## config.mk

```make
export PLATFORM = sky130hd
export DESIGN_NAME = quad_encoder_counter
export DESIGN_NICKNAME = d
export VERILOG_FILES = /design/src/rtl/quad_encoder_counter.sv
export SDC_FILE = /design/constraint.sdc
export NUM_CORES = 1
export LEC_CHECK = 0
export CAP_MARGIN = 20
export CELL_PAD_IN_SITES_DETAIL_PLACEMENT = 0
export CELL_PAD_IN_SITES_GLOBAL_PLACEMENT = 1
export CORE_MARGIN = 2
export CORE_UTILIZATION = 43
export CTS_CLUSTER_DIAMETER = 100
export CTS_CLUSTER_SIZE = 10
export DETAILED_ROUTE_END_ITERATION = 8
export PLACE_DENSITY_LB_ADDON = 0.1
export SLEW_MARGIN = 20
export SYNTH_ARGS = -nofsm -noshare
export SYNTH_HDL_FRONTEND = slang
export SYNTH_SLANG_ARGS = --single-unit
```

## constraint.sdc

```tcl
create_clock -name clk -period 2.5 [get_ports clk]
set_input_delay 0.375 -clock clk [delete_from_list [all_inputs] [get_ports clk]]
set_output_delay 0.375 -clock clk [all_outputs]
set_load 0.05 [all_outputs]
```

## src/rtl/quad_encoder_counter.sv

```systemverilog
`default_nettype none
// ============================================================================
// Module      : quad_encoder_counter
// Description : Rotary-encoder front end. Synchronises and debounces rot_a,
//               rot_b and btn, decodes quadrature at x1/x2/x4 resolution and
//               keeps a bounded wrap/saturate up/down position count.
//               Optional feature macro: QENC_VELOCITY_EN (adds the vel output).
// Revision    : 1.0 - initial release
// ============================================================================
module quad_encoder_counter #(
  parameter int CNT_WIDTH       = 16,
  parameter int DEBOUNCE_CYCLES = 4,
  parameter int MODE            = 2,
  parameter int CNT_MIN         = 0,
  parameter int CNT_MAX         = 9999,
  parameter int WRAP            = 1
`ifdef QENC_VELOCITY_EN
  ,
  parameter int VEL_WIN_LOG2    = 16
`endif
) (
  input  logic                 clk,
  input  logic                 rst,
  input  logic                 rot_a,
  input  logic                 rot_b,
  input  logic                 btn,
  output logic [CNT_WIDTH-1:0] count,
  output logic                 step_up,
  output logic                 step_dn,
  output logic                 err,
  output logic                 btn_pulse
`ifdef QENC_VELOCITY_EN
  ,
  output logic signed [CNT_WIDTH-1:0] vel
`endif
);

  localparam int c_db_w   = (DEBOUNCE_CYCLES < 2) ? 1 : $clog2(DEBOUNCE_CYCLES);
  localparam int c_init_w = $clog2(DEBOUNCE_CYCLES + 3);

  localparam logic [c_db_w-1:0]    c_db_last   = c_db_w'(DEBOUNCE_CYCLES - 1);
  localparam logic [c_init_w-1:0]  c_init_last = c_init_w'(DEBOUNCE_CYCLES + 2);
  localparam logic [CNT_WIDTH-1:0] c_min       = CNT_WIDTH'(CNT_MIN);
  localparam logic [CNT_WIDTH-1:0] c_max       = CNT_WIDTH'(CNT_MAX);
  localparam bit                   c_wrap      = (WRAP != 0);
  localparam bit                   c_x1        = (MODE == 0);
  localparam bit                   c_x2        = (MODE == 1);
  localparam bit                   c_x4        = (MODE == 2);

  localparam logic [0:0] c_st_init = 1'b0;
  localparam logic [0:0] c_st_run  = 1'b1;

  // Bit order throughout: [2]=A, [1]=B, [0]=button.
  logic [2:0] w_raw;
  logic [2:0] w_filt;
  assign w_raw = {rot_a, rot_b, btn};

  for (genvar gi = 0; gi < 3; gi++) begin : g_debounce
    logic              r_sync1;
    logic              r_sync2;
    logic              r_filt;
    logic [c_db_w-1:0] r_db_cnt;

    always_ff @(posedge clk) begin
      if (rst) begin
        r_sync1  <= 1'b0;
        r_sync2  <= 1'b0;
        r_filt   <= 1'b0;
        r_db_cnt <= '0;
      end else begin
        r_sync1 <= w_raw[gi];
        r_sync2 <= r_sync1;
        if (r_sync2 == r_filt) begin
          r_db_cnt <= '0;
        end else if (r_db_cnt == c_db_last) begin
          r_filt   <= r_sync2;
          r_db_cnt <= '0;
        end else begin
          r_db_cnt <= r_db_cnt + 1'b1;
        end
      end
    end

    assign w_filt[gi] = r_filt;
  end

  logic [2:0]           r_prev;
  logic [0:0]           r_state;
  logic [0:0]           w_state_nxt;
  logic [c_init_w-1:0]  r_init_cnt;
  logic                 w_run;
  logic                 w_up;
  logic                 w_dn;
  logic                 w_ill;
  logic                 w_btn_rise;
  logic [CNT_WIDTH-1:0] w_count_nxt;
  logic [CNT_WIDTH-1:0] r_count;
  logic                 r_step_up;
  logic                 r_step_dn;
  logic                 r_err;
  logic                 r_btn_pulse;

  always_ff @(posedge clk) begin
    if (rst) begin
      r_prev <= 3'b000;
    end else begin
      r_prev <= w_filt;
    end
  end

  // INIT holds off decoding until the filters have settled on the idle input level.
  always_ff @(posedge clk) begin
    if (rst) begin
      r_state    <= c_st_init;
      r_init_cnt <= '0;
    end else begin
      r_state <= w_state_nxt;
      if (r_state == c_st_init) begin
        r_init_cnt <= r_init_cnt + 1'b1;
      end
    end
  end

  always_comb begin
    w_state_nxt = r_state;
    case (r_state)
      c_st_init: if (r_init_cnt == c_init_last) w_state_nxt = c_st_run;
      c_st_run:  w_state_nxt = c_st_run;
      default:   w_state_nxt = c_st_init;
    endcase
  end

  always_comb begin
    w_run = (r_state == c_st_run);
  end

  always_comb begin
    w_up  = 1'b0;
    w_dn  = 1'b0;
    w_ill = 1'b0;
    if (w_run) begin
      case ({r_prev[2:1], w_filt[2:1]})
        4'b0001: w_up  = c_x4 | c_x1;
        4'b0111: w_up  = c_x4 | c_x2;
        4'b1110: w_up  = c_x4;
        4'b1000: w_up  = c_x4 | c_x2;
        4'b0100: w_dn  = c_x4 | c_x1;
        4'b1101: w_dn  = c_x4 | c_x2;
        4'b1011: w_dn  = c_x4;
        4'b0010: w_dn  = c_x4 | c_x2;
        4'b0011, 4'b1100, 4'b0110, 4'b1001: w_ill = 1'b1;
        default: ;
      endcase
    end
  end

  assign w_btn_rise = w_run & w_filt[0] & ~r_prev[0];

  always_comb begin
    w_count_nxt = r_count;
    if (w_btn_rise) begin
      w_count_nxt = c_min;
    end else if (w_up) begin
      if (r_count == c_max) w_count_nxt = c_wrap ? c_min : c_max;
      else                  w_count_nxt = r_count + 1'b1;
    end else if (w_dn) begin
      if (r_count == c_min) w_count_nxt = c_wrap ? c_max : c_min;
      else                  w_count_nxt = r_count - 1'b1;
    end
  end

  always_ff @(posedge clk) begin
    if (rst) begin
      r_count     <= c_min;
      r_step_up   <= 1'b0;
      r_step_dn   <= 1'b0;
      r_err       <= 1'b0;
      r_btn_pulse <= 1'b0;
    end else begin
      r_count     <= w_count_nxt;
      r_step_up   <= w_up;
      r_step_dn   <= w_dn;
      r_err       <= w_ill;
      r_btn_pulse <= w_btn_rise;
    end
  end

  assign count     = r_count;
  assign step_up   = r_step_up;
  assign step_dn   = r_step_dn;
  assign err       = r_err;
  assign btn_pulse = r_btn_pulse;

`ifdef QENC_VELOCITY_EN
  localparam logic signed [CNT_WIDTH-1:0] c_acc_max = {1'b0, {(CNT_WIDTH-1){1'b1}}};
  localparam logic signed [CNT_WIDTH-1:0] c_acc_min = {1'b1, {(CNT_WIDTH-1){1'b0}}};

  logic [VEL_WIN_LOG2-1:0]     r_win;
  logic signed [CNT_WIDTH-1:0] r_acc;
  logic signed [CNT_WIDTH-1:0] r_vel;
  logic signed [CNT_WIDTH-1:0] w_acc_nxt;
  logic signed [CNT_WIDTH-1:0] w_step_val;

  always_comb begin
    w_step_val = '0;
    if (w_up)      w_step_val = CNT_WIDTH'(1);
    else if (w_dn) w_step_val = {CNT_WIDTH{1'b1}};
    w_acc_nxt = r_acc;
    if (w_up && (r_acc != c_acc_max))      w_acc_nxt = r_acc + 1'b1;
    else if (w_dn && (r_acc != c_acc_min)) w_acc_nxt = r_acc - 1'b1;
  end

  // The step landing on the window boundary opens the new window.
  always_ff @(posedge clk) begin
    if (rst) begin
      r_win <= '0;
      r_acc <= '0;
      r_vel <= '0;
    end else begin
      r_win <= r_win + 1'b1;
      if (&r_win) begin
        r_vel <= r_acc;
        r_acc <= w_step_val;
      end else begin
        r_acc <= w_acc_nxt;
      end
    end
  end

  assign vel = r_vel;
`endif

endmodule
`default_nettype wire
```

* Yosys cells after proc, flatten, opt, wreduce, memory -nomap -nowiden
Index checks and enable logic that the tools add are counted.
Widths: inputs -> output; s select.
** Word-level totals
- Bits of input ports :: 5
- Register bits :: 42
- Logic and storage cells :: 77
** Operators by class
- Muxes and demuxes :: 11
- Reduce and logical (&&, ||, !) cells :: 13
- $add $sub $neg :: 6
- Bitwise logic cells :: 7
- Equality and inequality tests :: 20
** Operator list (number)
- $mux 16 :: 4
- $eq 4x4->1 const B :: 6
- $add 16x1->16 const B :: 1
- $eq 16x14->1 const B :: 1
- $logic_not 16->1 :: 1
- $sub 16x1->16 const B :: 1
- $eq 4x3->1 const B :: 3
- $reduce_or 4->1 :: 3
- $reduce_or 3->1 :: 3
- $eq 4x2->1 const B :: 2
- $add 2x1->2 const B :: 3
- $eq 2x2->1 const B :: 3
- $mux 1 :: 6
- $reduce_and 2->1 :: 3
- $not 1->1 :: 5
- $eq 4x1->1 const B :: 1
- $reduce_or 2->1 :: 2
- $add 3x1->3 const B :: 1
- $eq 1x1->1 :: 3
- $eq 3x3->1 const B :: 1
- $and 1x1->1 :: 2
- $pmux 1 s2 :: 1
- $reduce_bool 2->1 :: 1

* Longest topological paths before layout
Gate-level depths: netlist (run 1).
- Word-level depth :: 6
- Depth in mapped cells :: 9
- Depth with buffers taken out :: 7

* Least setup slack after synthesis (run 1)
Ideal clock, no wire load.
- Path kind :: register to register
- Start point :: register r_count[0] (netlist: count[0])
- End point :: register r_count[14] (netlist: count[14])
- Stages on the path, launching flop included :: 10
- Path slack :: 109 ps
- Library setup time :: 125 ps
- Path buffers :: 2
- Required time :: 2375 ps
- Arrival time :: 2266 ps
- Cells stage by stage :: dfxtp_1 > buf_2 > inv_1 > ha_1 > or3b_1 > clkbuf_1 > or2_4 > or3_1 > a221oi_2 > o22ai_1
** Between the ends
- Longest elaborated chain between the ends :: 4
- Elaborated cells on any way between the ends :: 8
- Classes of those cells :: add/sub: 2; eq/ne: 1; mux: 4; reduce/logical: 1
** Ends and longest elaborated chain
- start: declaration :: RTL line 97 : logic [CNT_WIDTH-1:0] r_count;
- start signal: assignment :: RTL line 174 : r_count <= c_min;
- start signal: assignment :: RTL line 180 : r_count <= w_count_nxt;
- $sub 16x1->16 / $logic_not 16->1 (equally long branches) :: RTL line 168, 167
- $mux 16 :: RTL line 167 : if (r_count == c_min) w_count_nxt = c_wrap ? c_max : c_min;
- $mux 16 :: RTL line 166 : end else if (w_dn) begin
- $mux 16 * :: RTL line 163 : end else if (w_up) begin
Every way passes the cells marked *; elsewhere a longest branch is shown, timed or not. The select of a mux whose other input is x is not followed.
A chain may end at the register's enable or synchronous reset.

* Final worst setup path (run 1)
Same ends and word-level chain as after synthesis.

==> results of run 1 <==
## power by group through the flow
stage	Clock [mW]	Combinational (mW)	Sequential (mW)
floorplan	0	0.0284	0.701
global placement	0	0.0436	0.702
detailed placement	0	0.0446	0.702
CTS	0.461	0.0449	0.687
global route	0.481	0.0507	0.688
finish	0.447	0.0443	0.686
## registers in the layout, summed over array words and instances (netlist names)
signal / count
count: 16
g_debounce.r_db_cnt: 6
g_debounce.r_filt: 3
g_debounce.r_sync1: 3
g_debounce.r_sync2: 3
r_init_cnt: 3
r_prev: 3
btn_pulse: 1
err: 1
r_state: 1
step_dn: 1
step_up: 1
## routing by layer
metal  vias up  GRT usage  wire [um]
li1       1088          -          -
met1      1014     0.2912       2853
met2        76     0.3410       2957
met3        11    0.03636        309
met4         0    0.07544        115
met5         -          0          0
## path summary, 6_finish.rpt
| kind | start | end | cells past startpoint |
|---|---|---|---|
| setup / recovery | count[0]$_SDFFE_PP0P_ | count[14]$_SDFFE_PP0P_ | 7 |
| hold / removal | g_debounce[0].r_db_cnt[0]$_SDFF_PP0_ | g_debounce[0].r_db_cnt[0]$_SDFF_PP0_ | 1 |
| hold reg to reg | g_debounce[0].r_db_cnt[0]$_SDFF_PP0_ | g_debounce[0].r_db_cnt[0]$_SDFF_PP0_ | 1 |
| setup reg to reg | count[0]$_SDFFE_PP0P_ | count[14]$_SDFFE_PP0P_ | 7 |
## cell families after synthesis
family          count (synthesis)
simple gates                  123
compound gates                 60
flops                          42
buf+inv                        34
xor+xnor                       14
fa+ha+maj                       7
mux                             5
## cell usage after synthesis, types with 2 or more instances
cell type   n
a211oi_1    5
a21oi_1    15
a311oi_1    2
a31oi_1     4
a32oi_1     2
a41oi_1     2
and2_1      2
and3_1      2
and4_1      3
buf_2       9
clkbuf_1   12
dfxtp_1    42
ha_1        7
inv_1      10
mux2i_1     4
nand2_1    17
nand3_1     9
nand4_1     9
nand4b_1    2
nor2_1     23
nor2b_1    13
nor3_1     13
nor3b_1     3
nor4_1      6
nor4_2      2
o211ai_2    2
o21ai_1    10
o22ai_1     3
o31ai_1     3
or3_1       6
or4_1       5
xnor2_1    10
xor2_1      4
## worst register-to-register path, delay by kind of cell (launching register included)
kind / cells / cell delay, ps
and+or+nand+nor: 3 / 1120
DFF: 1 / 410
AOI/OAI and AO/OA: 2 / 330
adders and majority gates: 1 / 190
buffers and inverters: 1 / 90
## through the flow
step                  util  power [mW]
global placement    0.5036      0.7456
detailed placement  0.5036      0.7470
floorplan                -      0.7294
finish              0.5201       1.178
CTS                 0.5190       1.192
global route        0.5201       1.220
## area by class of cell
| type | instances | area (um2) |
|---|---|---|
| clock inverter | 2 | 15.01 |
| multi-input combinational | 209 | 1416 |
| timing repair buffer | 40 | 360.3 |
| tap | 72 | 90.09 |
| fill | 537 | 2610 |
| sequential | 42 | 840.8 |
| inverter | 10 | 37.54 |
| clock buffer | 5 | 68.82 |
==> tab_implementation.tex, run 1 <==
\begin{tabular}{lr}
\hline
Metric & Value \\
\hline
\multicolumn{2}{l}{\textbf{Yosys}} \\
\quad Cell count after synthesis & 285 \\
\quad Simple-gate share of the synthesized area & 0.2955 \\
\quad Largest family of logic cells by synthesized area & simple AND/OR/NAND/NOR gates \\
\quad Top\_reg\_cell synth & dfxtp\_1 \\
\quad Portion of netlist area occupied by mux cells & 0.02137 \\
\quad Library cell with the largest summed area after synthesis & dfxtp\_1 \\
\quad Compound-gate portion of the synthesized area & 0.1829 \\
\quad Avg Synthesized Cell Area & 8.425 um2 \\
\quad Distinct cell type count of the synthesized netlist & 57 \\
\quad Ranking of synthesized cells by area & dfxtp\_1 35\%, ha\_1 3.6\%, xnor2\_1 3.6\% \\
\quad Post-synthesis xor/xnor area fraction & 0.05107 \\
\quad Adder and majority gate portion of the synthesized area & 0.03648 \\
\quad Area share of the largest cell type after synthesis & 0.3502 \\
\quad Number of flip-flops and latches in the synthesized netlist & 42 \\
\quad Synth warnings & 0 \\
\quad Combined area of all synthesized cells & 2401 um2 \\
\quad Syn nets & 297 \\
\quad Proportion of synthesized chip area in sequential cells & 0.3502 \\
\quad Number of enable-type register cells in the synthesized netlist & 0 \\
\quad Proportion of synthesized flip-flops having asynchronous set or reset & 0 \\
\multicolumn{2}{l}{\textbf{Pwr}} \\
\quad Max VDD drop & 0.2934 mV \\
\quad Power share of the combinational group & 0.038 \\
\quad Net switching power & 0.2861 mW \\
\quad Total power divided by cell area & 416.5 nW/um2 \\
\quad Switching share of total power & 0.2428 \\
\quad Proportion of power drawn by flip-flops and latches & 0.583 \\
\quad Share of power burned in the clock network & 0.380 \\
\quad Standby leakage power & 0.9962 nW \\
\quad Pint & 0.8921 mW \\
\multicolumn{2}{l}{\textbf{Clock network}} \\
\quad Number of buffers added to fix hold violations after cts & 0 \\
\quad Total clock buffers created by CTS & 5 \\
\quad CTS tree & built \\
\quad Gates resized, CTS repair & 0 \\
\quad Root Buffer & clkbuf\_8 \\
\quad Maximum level of the CTS H-tree & 2 \\
\quad Max clock buf depth & 2 \\
\quad Clock sinks & 42 \\
\quad Worst skew pair latency & 300 ps \\
\quad Setup repair bufs after CTS & 0 \\
\quad Reg clk slew, reported paths & 90 ps \\
\multicolumn{2}{l}{\textbf{Finish}} \\
\quad Final standard cell area without fillers & 2829 um2 \\
\quad Final cell count without fillers & 380 \\
\quad Antenna diode count & 0 \\
\quad Commonest non-fill, non-tap cell in the layout & dfxtp\_1 \\
\quad Most frequent cells in the layout & 42 x dfxtp\_1, 24 x clkdlybuf4s50\_1, 23 x nor2\_1 \\
\quad Layout cell share with drive strength beyond 1 & 0.1136 \\
\quad Final net count & 320 \\
\quad Synth-to-Final Area Change & 17.82\% \\
\multicolumn{2}{l}{\textbf{Placement}} \\
\quad DPL Wire Length & 4315 um \\
\quad Number of placed instances, taps included & 373 \\
\quad Cell area after placement & 2739 um2 \\
\quad Setup slack after placement & 233.4 ps \\
\quad Total of buffers placed on input and output ports & 24 \\
\quad Weighted congestion reported at the end of routability-driven placement & 0.9016 \\
\multicolumn{2}{l}{\textbf{Critical path}} \\
\quad Arrival time reported for the critical path endpoint & 2450 ps \\
\quad Required time of the worst setup path & 2690 ps \\
\quad CP Capture Type & flip-flop \\
\quad Setup slack on the worst flop-to-flop path & 240 ps \\
\quad Delay of the slowest critical-path stage & 470 ps \\
\quad Worst setup path category & flip-flop to flip-flop \\
\quad Critical path buffer and inverter count & 1 \\
\quad Slowest cell on crit path & or3b\_1 \\
\quad Cells along the critical path & inv\_1 -> ha\_1 -> or3b\_1 -> or2\_4 -> or3\_1 -> a221oi\_2 -> o22ai\_1 \\
\quad CP Launch Type & flip-flop \\
\quad Maximum fanout along the worst path & 10 \\
\quad Cell class contributing the biggest share of worst-path delay & simple AND/OR/NAND/NOR gates \\
\multicolumn{2}{l}{\textbf{Floorplanning}} \\
\quad Core region area & 5439 um2 \\
\quad Initial standard-cell utilization of the core & 0.4415 \\
\quad Standard-cell rows & 27 \\
\quad Die extent in x & 78.73 um \\
\quad Die extent in y & 78.73 um \\
\quad Number of ports placed on the die boundary & 25 \\
\quad Full die area & 6198 um2 \\
\multicolumn{2}{l}{\textbf{STA}} \\
\quad Slew HR & 0.6120 \\
\quad Fin Setup TNS & 0 ps \\
\quad Part of the cycle the worst path needs & 0.9023 \\
\quad Total setup violations reported at the end of the flow & 0 \\
\quad Hold Violations, Final & 0 \\
\quad Final Hold Slack & 418.8 ps \\
\quad Clock period minus worst slack & 2256 ps \\
\quad Final max-slew violation count & 0 \\
\quad Setup repair after global routing missed its margin & no \\
\quad Max Fclk & 443.3 MHz \\
\quad Worst-Margin Slew & 577.5 ps \\
\quad PnR worst setup slack & 244.1 ps \\
\quad Worst clock skew on the final layout & 11.55 ps \\
\multicolumn{2}{l}{\textbf{Job}} \\
\quad Number of max-cap violations & 0 \\
\multicolumn{2}{l}{\textbf{Drt}} \\
\quad Number of search-and-repair iterations in the first detailed-routing pass & 4 \\
\quad Total vias in the final route & 2,189 \\
\quad DRC violation count after routing & 0 \\
\quad Total routed wirelength & 6235 um \\
\quad DR iter-0 viols & 221 \\
\quad Average wire per cell in the routed design & 16.41 um \\
\quad Vias per cell & 5.761 \\
\quad Antenna violation net count after detailed routing & 0 \\
\multicolumn{2}{l}{\textbf{GRT}} \\
\quad Wire length of the first global-routing pass & 10,370 um \\
\quad Grt total ovfl & 0 \\
\quad Via count of the first global-routing pass & 2,024 \\
\quad Global routing usage summed across all routing layers & 0.2136 \\
\quad Number of antenna violations at the first check in global routing & 0 \\
\quad Maximum number of pins on one net before global-route repair & 23 \\
\multicolumn{2}{l}{\textbf{Status}} \\
\quad Result of the run & finished clean \\
\multicolumn{2}{l}{\textbf{Worst hold path}} \\
\quad Path class of the lowest-slack min-delay path & flip-flop to flip-flop \\
\hline
\end{tabular}
Power figures use the tool's default switching activity.
==> inputs of run 2 (changes only) <==
--- a/config.mk
+++ b/config.mk
@@ -5,10 +5,9 @@
 export SDC_FILE = /design/constraint.sdc
 export NUM_CORES = 1
 export LEC_CHECK = 0
-export CAP_MARGIN = 20
+export CAP_MARGIN = 30
 export CELL_PAD_IN_SITES_DETAIL_PLACEMENT = 0
 export CELL_PAD_IN_SITES_GLOBAL_PLACEMENT = 1
-export CORE_MARGIN = 2
 export CORE_UTILIZATION = 43
 export CTS_CLUSTER_DIAMETER = 100
 export CTS_CLUSTER_SIZE = 10
==> run 2 against run 1 <==
First-iteration DRC count is 18% lower. Clock power increased by 3%. Design area up 0.71%. Combinational power is 3% lower. Non-clock buffer count up 3. Sequential power is essentially flat. Global-route usage increased by 1.5 points. Power rose by 0.95%. Critical path depth stayed put. Largest power group unchanged.
==> tab_implementation.tex, run 2 (synthesized netlist as in run 1, its figures left out) <==
\begin{tabular}{lr}
\hline
Metric & Value \\
\hline
\multicolumn{2}{l}{\textbf{Finish}} \\
\quad Layout cell share with drive strength beyond 1 & 0.1218 (+0.008159) \\
\quad Synth-to-Final Area Change & 18.66\% \\
\quad Antenna diode count & 0 (unchanged) \\
\quad Commonest non-fill, non-tap cell in the layout & dfxtp\_1 \\
\quad Most frequent cells in the layout & 42 x dfxtp\_1, 24 x clkdlybuf4s50\_1, 23 x nor2\_1 \\
\quad Final net count & 323 (+0.94\%) \\
\quad Final standard cell area without fillers & 2849 um2 (+0.71\%) \\
\quad Number of flip-flops in the largest register & 16 (unchanged) \\
\multicolumn{2}{l}{\textbf{Pwr}} \\
\quad Power share of the combinational group & 0.036 (-0.002) \\
\quad Share of power burned in the clock network & 0.386 (+0.006) \\
\quad Switching share of total power & 0.2454 (+0.002569) \\
\quad Proportion of power drawn by flip-flops and latches & 0.577 (-0.006) \\
\quad Max VDD drop & 0.2550 mV (-13\%) \\
\quad Net switching power & 0.2918 mW (+2.0\%) \\
\quad Pint & 0.8975 mW (+0.61\%) \\
\quad Standby leakage power & 1.019 nW (+2.3\%) \\
\quad Final Power & 1.189 mW (+0.95\%) \\
\quad Total power divided by cell area & 417.5 nW/um2 (+0.24\%) \\
\multicolumn{2}{l}{\textbf{Critical path}} \\
\quad Setup slack on the worst flop-to-flop path & 230 ps (-20 ps) \\
\quad Maximum fanout along the worst path & 10 (unchanged) \\
\quad Arrival time reported for the critical path endpoint & 2510 ps (+60 ps) \\
\quad First element of the critical path & count[0]\$\_SDFFE\_PP0P\_ \\
\quad Slowest cell on crit path & nor4b\_1 \\
\quad Worst setup path category & flip-flop to flip-flop \\
\quad Delay of the slowest critical-path stage & 440 ps (-30 ps) \\
\quad R2R Path Start & count[0]\$\_SDFFE\_PP0P\_ \\
\quad CP Capture Type & flip-flop \\
\quad Cells along the critical path & inv\_1 -> ha\_1 -> nor4b\_1 -> and4\_1 -> nor3\_1 -> a2111o\_1 -> a31oi\_1 \\
\quad CP Launch Type & flip-flop \\
\quad Number of cells on the worst reg-to-reg path & 7 (unchanged) \\
\quad Required time of the worst setup path & 2730 ps (+40 ps) \\
\quad End of the worst register-to-register path & count[9]\$\_SDFFE\_PP0P\_ \\
\multicolumn{2}{l}{\textbf{Drt}} \\
\quad Antenna violation net count after detailed routing & 0 (unchanged) \\
\quad Total vias in the final route & 2,220 (+1.4\%) \\
\quad DR iter-0 viols & 182 (-18\%) \\
\quad Vias per cell & 5.812 (+0.89\%) \\
\quad Average wire per cell in the routed design & 15.96 um (-2.7\%) \\
\quad Number of search-and-repair iterations in the first detailed-routing pass & 5 (+1) \\
\quad Total routed wirelength & 6096 um (-2.2\%) \\
\quad DRC violation count after routing & 0 (unchanged) \\
\multicolumn{2}{l}{\textbf{GRT}} \\
\quad Wire length of the first global-routing pass & 10,560 um (+1.8\%) \\
\quad Number of antenna violations at the first check in global routing & 0 (unchanged) \\
\quad Global routing usage summed across all routing layers & 0.2285 (+0.01491) \\
\quad Maximum number of pins on one net before global-route repair & 23 (unchanged) \\
\quad Via count of the first global-routing pass & 2,018 (-0.30\%) \\
\quad Grt total ovfl & 0 (unchanged) \\
\multicolumn{2}{l}{\textbf{STA}} \\
\quad Setup repair after global routing missed its margin & no \\
\quad Fin Setup TNS & 0 ps (unchanged) \\
\quad Slew HR & 0.6327 (+0.02070) \\
\quad Worst clock skew on the final layout & 14.59 ps (+3.042 ps) \\
\quad Part of the cycle the worst path needs & 0.9099 (+0.007514) \\
\quad Hold Violations, Final & 0 (unchanged) \\
\quad Final max-slew violation count & 0 (unchanged) \\
\quad Worst-Margin Slew & 550.9 ps (-26.61 ps) \\
\quad Clock period minus worst slack & 2275 ps (+18.79 ps) \\
\quad Max Fclk & 439.6 MHz (-0.83\%) \\
\quad Total setup violations reported at the end of the flow & 0 (unchanged) \\
\multicolumn{2}{l}{\textbf{Clock network}} \\
\quad Root Buffer & clkbuf\_8 \\
\quad Maximum level of the CTS H-tree & 2 (unchanged) \\
\quad Max clock buf depth & 2 (unchanged) \\
\quad Gates resized, CTS repair & 0 (unchanged) \\
\quad CTS tree & built \\
\quad Number of buffers added to fix hold violations after cts & 0 (unchanged) \\
\quad Setup repair bufs after CTS & 0 (unchanged) \\
\quad Total clock buffers created by CTS & 5 (unchanged) \\
\quad Reg clk slew, reported paths & 90 ps (about the same) \\
\quad Clock sinks & 42 (unchanged) \\
\quad Worst skew pair latency & 310 ps (about the same) \\
\multicolumn{2}{l}{\textbf{Floorplanning}} \\
\quad Initial standard-cell utilization of the core & 0.4584 (+0.01698) \\
\quad Die extent in y & 76.73 um (-2.5\%) \\
\quad Core region area & 5238 um2 (-3.7\%) \\
\quad Full die area & 5887 um2 (-5.0\%) \\
\quad Die extent in x & 76.73 um (-2.5\%) \\
\quad Standard-cell rows & 26 (-3.7\%) \\
\quad Number of ports placed on the die boundary & 25 (unchanged) \\
\multicolumn{2}{l}{\textbf{Worst hold path}} \\
\quad Path class of the lowest-slack min-delay path & flip-flop to flip-flop \\
\quad Worst Hold Endpoint & g\_debounce[0].r\_db\_cnt[0]\$\_SDFF\_PP0\_ \\
\quad Hold wc startpoint & g\_debounce[0].r\_db\_cnt[0]\$\_SDFF\_PP0\_ \\
\quad Cell depth of the worst min-delay path & 1 (unchanged) \\
\multicolumn{2}{l}{\textbf{Placement}} \\
\quad DPL Wire Length & 4363 um (+1.1\%) \\
\quad Total of buffers placed on input and output ports & 24 (unchanged) \\
\quad Cell area after placement & 2759 um2 (+0.73\%) \\
\quad Weighted congestion reported at the end of routability-driven placement & 0.9149 (+1.5\%) \\
\multicolumn{2}{l}{\textbf{Status}} \\
\quad Result of the run & finished clean \\
\multicolumn{2}{l}{\textbf{Job}} \\
\quad Number of max-cap violations & 0 (unchanged) \\
\hline
\end{tabular}
[run 2: changes by cell type in the layout (fill, tap and decap cells not counted), sizes merged]
cell and change:
buf +3, clkinv +2, clkinvlp -1
[run 2: cell type report]
class | count | area, um2
clock buffers | 5 | 68.82
well taps | 70 | 87.58
repair buffers | 43 | 382.9
flip-flops and latches | 42 | 840.8
multi-input cells | 209 | 1410
clock inverters | 3 | 21.27
fillers | 494 | 2389
inverters | 10 | 37.54
[run 2: through the flow]
| stage | cells | setup slack, ps | hold WS [ps] | util |
|---|---|---|---|---|
| 6_report | 382 | 225.4 | 420.5 | 0.5440 |
| 4_1_cts | 382 | 291.8 | 424.1 | 0.5440 |
| 3_5_place_dp | 374 | 315.4 | 411.4 | 0.5268 |
| 5_1_grt | 382 | 61.40 | 452.5 | 0.5440 |
| 3_3_place_gp | 374 | 373.0 | 408.4 | 0.5268 |
| 2_1_floorplan | 285 | 108.8 | 397.4 | - |
[run 2: critical path: cells and delay by family, from the launching register on]
| kind | cells | cell delay, ps |
|---|---|---|
| buffers and inverters | 1 | 100 |
| and+or+nand+nor | 3 | 970 |
| AOI/OAI and AO/OA | 2 | 550 |
| adders and majority gates | 1 | 190 |
| DFF | 1 | 410 |
[run 2: worst max-delay path by stage]
| stage | cells after the start | slack (ps) | end |
|---|---|---|---|
| 2_1_floorplan | 9 | 110 | count[14]$_SDFFE_PP0P_ |
| 3_3_place_gp | 7 | 370 | count[14]$_SDFFE_PP0P_ |
| 3_5_place_dp | 7 | 320 | count[14]$_SDFFE_PP0P_ |
| 4_1_cts | 7 | 290 | count[14]$_SDFFE_PP0P_ |
| 5_1_grt | 7 | 60 | count[9]$_SDFFE_PP0P_ |
| 6_report | 7 | 230 | count[9]$_SDFFE_PP0P_ |
[run 2: power groups by stage]
stage | combinational, mW | sequential (mW) | clock (mW)
after detailed placement | 0.0433 | 0.703 | 0
after global routing | 0.0492 | 0.689 | 0.505
after CTS | 0.0434 | 0.687 | 0.476
after global placement | 0.0430 | 0.702 | 0
after floorplan | 0.0284 | 0.701 | 0
final | 0.0431 | 0.687 | 0.460
[run 2: routing by layer]
layer | share of wire | up-vias | GRT usage | routed length [um]
li1 | - | 1099 | - | -
met1 | 0.49 | 1021 | 0.3270 | 2980
met2 | 0.42 | 90 | 0.3295 | 2568
met3 | 0.071 | 10 | 0.04762 | 432
met4 | 0.019 | 0 | 0.09231 | 114
met5 | 0 | - | 0 | 0
